File: config.mk
export PLATFORM = sky130hd
export DESIGN_NAME = ts_sync_aligner
export DESIGN_NICKNAME = d
export VERILOG_FILES = /design/src/rtl/ts_sync_aligner.sv
export SDC_FILE = /design/constraint.sdc
export NUM_CORES = 1
export LEC_CHECK = 0
export ABC_AREA = 1
export BUFFER_PORTS_ARGS = -buffer_cell sky130_fd_sc_hd__buf_2
export CAP_MARGIN = 0
export CORE_AREA = 3 3 94 96
export CTS_BUF_LIST = sky130_fd_sc_hd__clkbuf_4 sky130_fd_sc_hd__clkbuf_8
export CTS_CLUSTER_DIAMETER = 120
export CTS_CLUSTER_SIZE = 8
export DETAILED_ROUTE_END_ITERATION = 7
export DIE_AREA = 0 0 97 99
export PLACE_DENSITY_LB_ADDON = 0.08
export REMOVE_ABC_BUFFERS = 1
export SLEW_MARGIN = 20
export SYNTH_ARGS = -nofsm -noshare
export SYNTH_HDL_FRONTEND = slang
export SYNTH_SLANG_ARGS = --single-unit
File: constraint.sdc
create_clock -name clk -period 2.1 [get_ports clk]
set_input_delay 0.21 -clock clk [delete_from_list [all_inputs] [get_ports clk]]
set_output_delay 0.21 -clock clk [all_outputs]
set_load 0.02 [all_outputs]
File: src/rtl/ts_sync_aligner.sv
`default_nettype none
// ============================================================================
// Module   : ts_sync_aligner
// Brief    : MPEG-TS sync-byte hunter/locker; captures header bytes 0..3 of
//            each locked packet for the downstream continuity checker.
// Revision : 1.0 - initial release
// ============================================================================
module ts_sync_aligner #(
    parameter int PKT_LEN    = 188,
    parameter int LOCK_CNT   = 3,
    parameter int UNLOCK_CNT = 3
) (
    input  logic        clk,
    input  logic        rst,
    input  logic [7:0]  ts_data,
    input  logic        ts_valid,
    output logic [7:0]  r_data1,
    output logic [7:0]  r_data2,
    output logic [7:0]  r_data3,
    output logic [7:0]  r_data4,
    output logic        hdr_valid,
    output logic        pkt_start,
    output logic        locked,
    output logic        sync_err,
    output logic [15:0] sync_loss_cnt
);

    localparam logic [1:0] c_HUNT       = 2'd0;
    localparam logic [1:0] c_VERIFY     = 2'd1;
    localparam logic [1:0] c_LOCKED     = 2'd2;
    localparam logic [7:0] c_SYNC       = 8'h47;
    localparam logic [7:0] c_LAST_POS   = 8'(PKT_LEN - 1);
    localparam logic [7:0] c_LOCK_CNT   = 8'(LOCK_CNT);
    localparam logic [7:0] c_UNLOCK_CNT = 8'(UNLOCK_CNT);

    logic [1:0] r_state, w_state_nxt;
    logic [7:0] r_pos, w_pos_nxt, w_pos_inc;
    logic [7:0] r_good_cnt, w_good_nxt, w_good_inc;
    logic [7:0] r_miss_cnt, w_miss_nxt, w_miss_inc;
    logic       r_hdr_good, w_hdr_good_nxt;
    logic       w_is_sync, w_cap0, w_pkt_start, w_sync_err, w_hdr_valid, w_lost;

    assign w_is_sync  = (ts_data == c_SYNC);
    assign w_pos_inc  = (r_pos == c_LAST_POS) ? 8'd0 : r_pos + 8'd1;
    assign w_good_inc = r_good_cnt + 8'd1;
    assign w_miss_inc = r_miss_cnt + 8'd1;
    assign locked     = (r_state == c_LOCKED);

    always_comb begin
        w_state_nxt    = r_state;
        w_pos_nxt      = r_pos;
        w_good_nxt     = r_good_cnt;
        w_miss_nxt     = r_miss_cnt;
        w_hdr_good_nxt = r_hdr_good;
        w_cap0         = 1'b0;
        w_pkt_start    = 1'b0;
        w_sync_err     = 1'b0;
        w_hdr_valid    = 1'b0;
        w_lost         = 1'b0;
        if (ts_valid) begin
            case (r_state)
                c_HUNT: begin
                    if (w_is_sync) begin
                        w_pos_nxt  = 8'd1;
                        w_good_nxt = 8'd1;
                        if (c_LOCK_CNT <= 8'd1) begin
                            w_state_nxt    = c_LOCKED;
                            w_miss_nxt     = 8'd0;
                            w_hdr_good_nxt = 1'b1;
                            w_cap0         = 1'b1;
                        end else begin
                            w_state_nxt = c_VERIFY;
                        end
                    end
                end
                c_VERIFY: begin
                    w_pos_nxt = w_pos_inc;
                    if (r_pos == 8'd0) begin
                        if (w_is_sync) begin
                            w_good_nxt = w_good_inc;
                            if (w_good_inc >= c_LOCK_CNT) begin
                                w_state_nxt    = c_LOCKED;
                                w_miss_nxt     = 8'd0;
                                w_hdr_good_nxt = 1'b1;
                                w_cap0         = 1'b1;
                            end
                        end else begin
                            // Failed candidate: the bad byte is consumed, hunting resumes on the next one.
                            w_state_nxt = c_HUNT;
                            w_pos_nxt   = 8'd0;
                            w_good_nxt  = 8'd0;
                        end
                    end
                end
                c_LOCKED: begin
                    w_pos_nxt = w_pos_inc;
                    if (r_pos == 8'd0) begin
                        w_pkt_start = 1'b1;
                        w_cap0      = 1'b1;
                        if (w_is_sync) begin
                            w_miss_nxt     = 8'd0;
                            w_hdr_good_nxt = 1'b1;
                        end else begin
                            w_hdr_good_nxt = 1'b0;
                            w_sync_err     = 1'b1;
                            w_miss_nxt     = w_miss_inc;
                            if (w_miss_inc >= c_UNLOCK_CNT) begin
                                w_state_nxt = c_HUNT;
                                w_pos_nxt   = 8'd0;
                                w_good_nxt  = 8'd0;
                                w_miss_nxt  = 8'd0;
                                w_lost      = 1'b1;
                            end
                        end
                    end
                    if (r_pos == 8'd3 && r_hdr_good) begin
                        w_hdr_valid = 1'b1;
                    end
                end
                default: begin
                    w_state_nxt = c_HUNT;
                    w_pos_nxt   = 8'd0;
                    w_good_nxt  = 8'd0;
                    w_miss_nxt  = 8'd0;
                end
            endcase
        end
    end

    always_ff @(posedge clk) begin
        if (rst) begin
            r_state       <= c_HUNT;
            r_pos         <= 8'd0;
            r_good_cnt    <= 8'd0;
            r_miss_cnt    <= 8'd0;
            r_hdr_good    <= 1'b0;
            r_data1       <= 8'h00;
            r_data2       <= 8'h00;
            r_data3       <= 8'h00;
            r_data4       <= 8'h00;
            hdr_valid     <= 1'b0;
            pkt_start     <= 1'b0;
            sync_err      <= 1'b0;
            sync_loss_cnt <= 16'h0000;
        end else begin
            r_state    <= w_state_nxt;
            r_pos      <= w_pos_nxt;
            r_good_cnt <= w_good_nxt;
            r_miss_cnt <= w_miss_nxt;
            r_hdr_good <= w_hdr_good_nxt;
            hdr_valid  <= w_hdr_valid;
            pkt_start  <= w_pkt_start;
            sync_err   <= w_sync_err;
            if (w_lost && sync_loss_cnt != 16'hFFFF) begin
                sync_loss_cnt <= sync_loss_cnt + 16'd1;
            end
            if (w_cap0) begin
                r_data1 <= ts_data;
            end
            if (ts_valid && r_state == c_LOCKED) begin
                case (r_pos)
                    8'd1:    r_data2 <= ts_data;
                    8'd2:    r_data3 <= ts_data;
                    8'd3:    r_data4 <= ts_data;
                    default: ;
                endcase
            end
        end
    end

endmodule
`default_nettype wire

==> impl_metrics.toml, run 1 <==
[timing]
setup-tns-final_ps = 0
clock_skew_ps = 8.45
whs_ps = 135
worst_pin_slew_ps = 496
fin_ws_ps = 175
rsz0062_at_grt = "yes"
final.period_utilization = 0.917
slew_headroom = 0.669
period_minus_slack_ps = 1930
fmax_ghz = 0.519
hold_viol_final = 0
drv_slew = 0
setup_viol = 0

[placed_design]
dpl_worst_slack_ps = 195
place_congestion = 0.798
dp_hpwl_um = 6210
dp.cells = 692
io_buffers = 62

[floorplan]
core_area_um2 = 8130
rows = 33
die_h_um = 99
start_util = 0.488
die-area_um2 = 9600
top_level_ports = 63
die_w_um = 97

[setup_path]
rrSetupSlack_ps = 170
setup.worst_path.start = "r_pos[0]"
worstSetupStartpointType = "register"
r2r_start = "r_pos[0]"
worstPathArrival_ps = 2170
worstSetupEndpointType = "register"
cp_max_fo = 18
r2r_end = "r_good_cnt[6]"
endpoint = "r_good_cnt[6]"
reg2reg_depth = 9
path_class = "reg2reg"
critPathRequiredTime_ps = 2340

[clock_network]
cts_root_buffer = "clkbuf_8"
postCtsSetupBuffers = 0
clk_latency_ps = 350
cts_tree = "yes"
cts_buffers = 9
cts_sinks = 78
ctsLongestPathBuffers = 2
htreeDepth = 3
cts.reportedPaths.clkPinSlew_ps = 90

[drt]
vias = 3508
wl_per_cell_um = 12.2
postRouteAntennaNets = 0
drt_wl_total_um = 8620
drtIter0Drc = 100
dr.pass1.iters = 4
drt-vias-per-instance = 4.95
drc = 0

[logic_synthesis]
yosys_warnings = 0
synthTopCellsByArea = "dfxtp_1 (39%), nand2_1 (10%), a21oi_1 (6.2%), nor2_1 (5.6%), ha_1 (4.1%)"
avgSynthCellArea_um2 = 7.40
ys_seq_area_frac = 0.393
async_flop_share = 0
synth-seq-cells = 78
synth_cell_types = 39
synth_top_area_frac = 0.393
yosys.area.top_type = "dfxtp_1"
netlist_instances = 537
synthFlopType = "dfxtp_1"
synth_edf_count = 0
syn_area_um2 = 3970

[global_routing]
antenna_found_initial = 0
globalRoute.totalOverflow = 0
grt_pass1_wl_um = 14700
grt_max_degree = 30
gr-usage-all-layers = 0.186
grt_pass1_vias = 3206

[finish]
final_layout_size_suffix_gt1_frac = 0.242
nNetsFinal = 622
layout_commonest_cell = "nand2_1"
antenna_cells = 0
areaGrowthSynthToFinish_pct = 14.8
layout.cells.non_filler = 708
fin_util = 0.561
layout_common_cells = "nand2_1 (108), dfxtp_1 (78), buf_2 (62), nor2_1 (59), a21oi_1 (49)"

[min_path]
min_path_cells = 3
hold_path_class = "in2reg"

[pwr]
ir_worst_vdd_uv = 342
leakagePower_nw = 2.02
pwr_density_cell_nw_per_um2 = 657

[run]
drv_cap = 0

[status]
status = "complete, no violations"
worst min-delay path by stage:
| stage | slack [ps] | start | end |
|---|---|---|---|
| final | 140 | ts_data[5] | r_data4[5] |
| after global routing | 130 | ts_data[5] | r_data4[5] |
| after CTS | 120 | ts_data[5] | r_data4[5] |
| after detailed placement | 450 | r_hdr_good | hdr_valid |
| after global placement | 450 | r_miss_cnt[2] | r_miss_cnt[2] |
| after floorplan | 270 | rst | sync_loss_cnt[10] |
registers in the layout (all words and copies together), names as in the netlist, 2 cells and up:
register	flops
r_miss_cnt	8
r_state	2
r_good_cnt	8
sync_loss_cnt	16
r_data1	8
r_data3	8
r_data4	8
r_pos	8
r_data2	8
timing repair:
action	in CTS	in global routing
gates resized for setup	0	2
hold buffers	0	0
endpoints found under the setup margin	0	10
kinds of logic after synthesis:
kind of cell / Yosys count / share of synthesized area
compound gates: 104 / 0.145
xor+xnor: 19 / 0.0419
fa+ha+maj: 13 / 0.0410
buf+inv: 74 / 0.0848
flops: 78 / 0.393
simple gates: 249 / 0.294
power by group:
group          switching [W]  internal, W  leakage, nW  total, W
Combinational       0.000206     0.000102         1.29  0.000308
Clock               0.000593     0.000565        0.102   0.00116
Sequential         0.0000237      0.00150        0.628   0.00153
final cells by class:
| type | instances | area (um^2) |
|---|---|---|
| Tap cell | 105 | 131 |
| Multi-Input combinational cell | 385 | 2080 |
| Sequential cell | 78 | 1560 |
| Clock buffer | 9 | 124 |
| Clock inverter | 7 | 80.1 |
| Fill cell | 781 | 3570 |
| Inverter | 57 | 221 |
| Timing Repair Buffer | 67 | 360 |
stage by stage:
stage	power [W]	cell area (um^2)
finish	0.00299	4560
global route	0.00314	4560
CTS	0.00304	4550
detailed placement	0.00187	4350
global placement	0.00187	4350
floorplan	0.00178	3850
routing by layer:
layer  vias to the layer above  wire (um)  global-route usage
met3                        16        389              0.0361
met1                      1571       4010               0.237
met2                        71       4030               0.303
li1                       1850          -                   -
met4                         0        191              0.0875
met5                         -          0                   0
worst max-delay path: stages, from the launching register on:
cell	delay [ps]
dfxtp_1	370
inv_1	120
ha_1	210
nand3_4	90
o21ai_1	190
nand2_1	110
nor2_2	130
nand3_4	200
o21ai_2	300
nor2_1	80
synth_stat cells, types with 2 or more instances:
cell and n:
nand4_1 7, dfxtp_1 78, nor2_4 4, nand3_2 2, buf_2 3, nand2_1 108, a21oi_1 49, nand2_4 2
nand3_1 21, nor2_2 8, buf_6 4, and2_1 2, ha_1 13, nor4_1 2, o21ai_0 32, a21oi_2 10
xnor2_1 3, clkbuf_1 7, xor2_1 16, nand2_2 16, nand3_4 2, nor3_2 2, nor3_1 12, nor2_1 59
inv_1 42, o21ai_1 8, inv_2 13
No activity file was read; power rests on OpenSTA's default activity.
==> inputs of run 2 (changes only) <==
CORE_AREA = 2 2 93 95   (was 3 3 94 96)
DIE_AREA = 0 0 95 97   (was 0 0 97 99)
==> impl_metrics.toml, run 2 (synthesis results as in run 1) <==
[pwr]
total_power_w = 0.00316
ir_worst_vdd_uv = 440
pwr_density_cell_nw_per_um2 = 684
leakagePower_nw = 2.05

[placed_design]
io_buffers = 62
dp_hpwl_um = 6120
place_congestion = 0.804

[global_routing]
grt_max_degree = 30
grt_use_met1 = 0.259
grt_pass1_vias = 3263
antenna_found_initial = 0
use_met3 = 0.0421
grt_pass1_wl_um = 14700
globalRoute.totalOverflow = 0
grt_util_met2 = 0.314
busiest_layer = "met2"
gr-usage-all-layers = 0.197

[setup_path]
endpoint = "sync_loss_cnt[1]"
r2r_start = "r_pos[0]"
worstSetupEndpointType = "register"
setup.worst_path.start = "r_pos[0]"
r2r_end = "sync_loss_cnt[1]"
path_class = "reg2reg"
reg2reg_depth = 12
worstSetupStartpointType = "register"
worstPathArrival_ps = 2200
rrSetupSlack_ps = 190
cp_max_fo = 17
critPathRequiredTime_ps = 2390

[drt]
wl_per_cell_um = 12.2
postRouteAntennaNets = 0
vias = 3534
drtIter0Drc = 138
drt-vias-per-instance = 4.97
drc = 0
dr.pass1.iters = 4
drt_wl_total_um = 8690

[floorplan]
start_util = 0.488
die_h_um = 97
die-area_um2 = 9220
rows = 33
die_w_um = 95
top_level_ports = 63
core_area_um2 = 8130

[finish]
final_layout_size_suffix_gt1_frac = 0.248
largest_reg_flops = 16
areaGrowthSynthToFinish_pct = 16.5
layout_commonest_cell = "nand2_1"
layout_common_cells = "nand2_1 (108), dfxtp_1 (78), buf_2 (62), nor2_1 (59), a21oi_1 (49)"
antenna_cells = 0
nNetsFinal = 625
fin_util = 0.569
top_register = "sync_loss_cnt"

[status]
status = "complete, no violations"

[timing]
hold_viol_final = 0
whs_ps = 131
rsz0062_at_grt = "no"
fmax_ghz = 0.523
drv_slew = 0
worst_pin_slew_ps = 506
setup-tns-final_ps = 0
slew_headroom = 0.662
period_minus_slack_ps = 1910
final.period_utilization = 0.910
clock_skew_ps = 13.3
setup_viol = 0

[clock_network]
cts_tree = "yes"
clk_latency_ps = 360
cts_root_buffer = "clkbuf_8"
cts.reportedPaths.clkPinSlew_ps = 90
htreeDepth = 3
ctsLongestPathBuffers = 2
cts_sinks = 78
cts_buffers = 9

[min_path]
hold_path_class = "in2reg"
hp-start = "ts_data[5]"

[run]
drv_cap = 0
run 2: cell type report:
type	count	area, um^2
Fill cell	798	3510
Multi-Input combinational cell	385	2090
Sequential cell	78	1560
Timing Repair Buffer	70	395
Inverter	57	221
Tap cell	105	131
Clock buffer	9	124
Clock inverter	7	103
run 2: metal layers:
layer  vias up  part of all wire
met2        54              0.47
met3        15             0.037
li1       1863                 -
met1      1602              0.48
met4         0             0.020
met5         -                 0
run 2: what timing repair did:
action / 4_1_cts / 5_1_grt
setup buffers: 0 / 4
hold buffers: 0 / 0
resized for setup: 0 / 4
endpoints found under the setup margin: 0 / 11
run 2: how the worst min path moves through the flow:
stage / endpoint / depth (start not counted) / slack, ps
2_1_floorplan: sync_loss_cnt[10] / 1 / 270
6_report: r_data3[5] / 3 / 130
3_5_place_dp: hdr_valid / 2 / 450
5_1_grt: r_data4[5] / 3 / 140
3_3_place_gp: r_miss_cnt[2] / 2 / 450
4_1_cts: r_data3[5] / 3 / 120
run 2: power breakdown:
part           switching (W)  internal, W  leakage, nW  total [W]
Clock               0.000618     0.000689        0.117    0.00131
Combinational       0.000211     0.000115         1.31   0.000327
Sequential         0.0000236      0.00150        0.628    0.00153
Total               0.000853      0.00231         2.05    0.00316
run 2: worst max-delay path, stage by stage, from the launching register on:
cell     delay [ps]
dfxtp_1         370
inv_1           120
ha_1            210
nand3_4          90
nor2_4          140
inv_2            80
nor2_4          100
nand2_2          70
nor2_4          160
nand2_8         140
inv_8           140
nand2_1          60
a21oi_1         120
run 2: per-stage QoR:
stage / area, um^2 / worst slack, ps / cells
global placement: 4340 / 261 / 691
detailed placement: 4340 / 199 / 691
global route: 4630 / 17.0 / 711
floorplan: 3850 / 362 / 520
finish: 4630 / 190 / 711
CTS: 4560 / 143 / 707
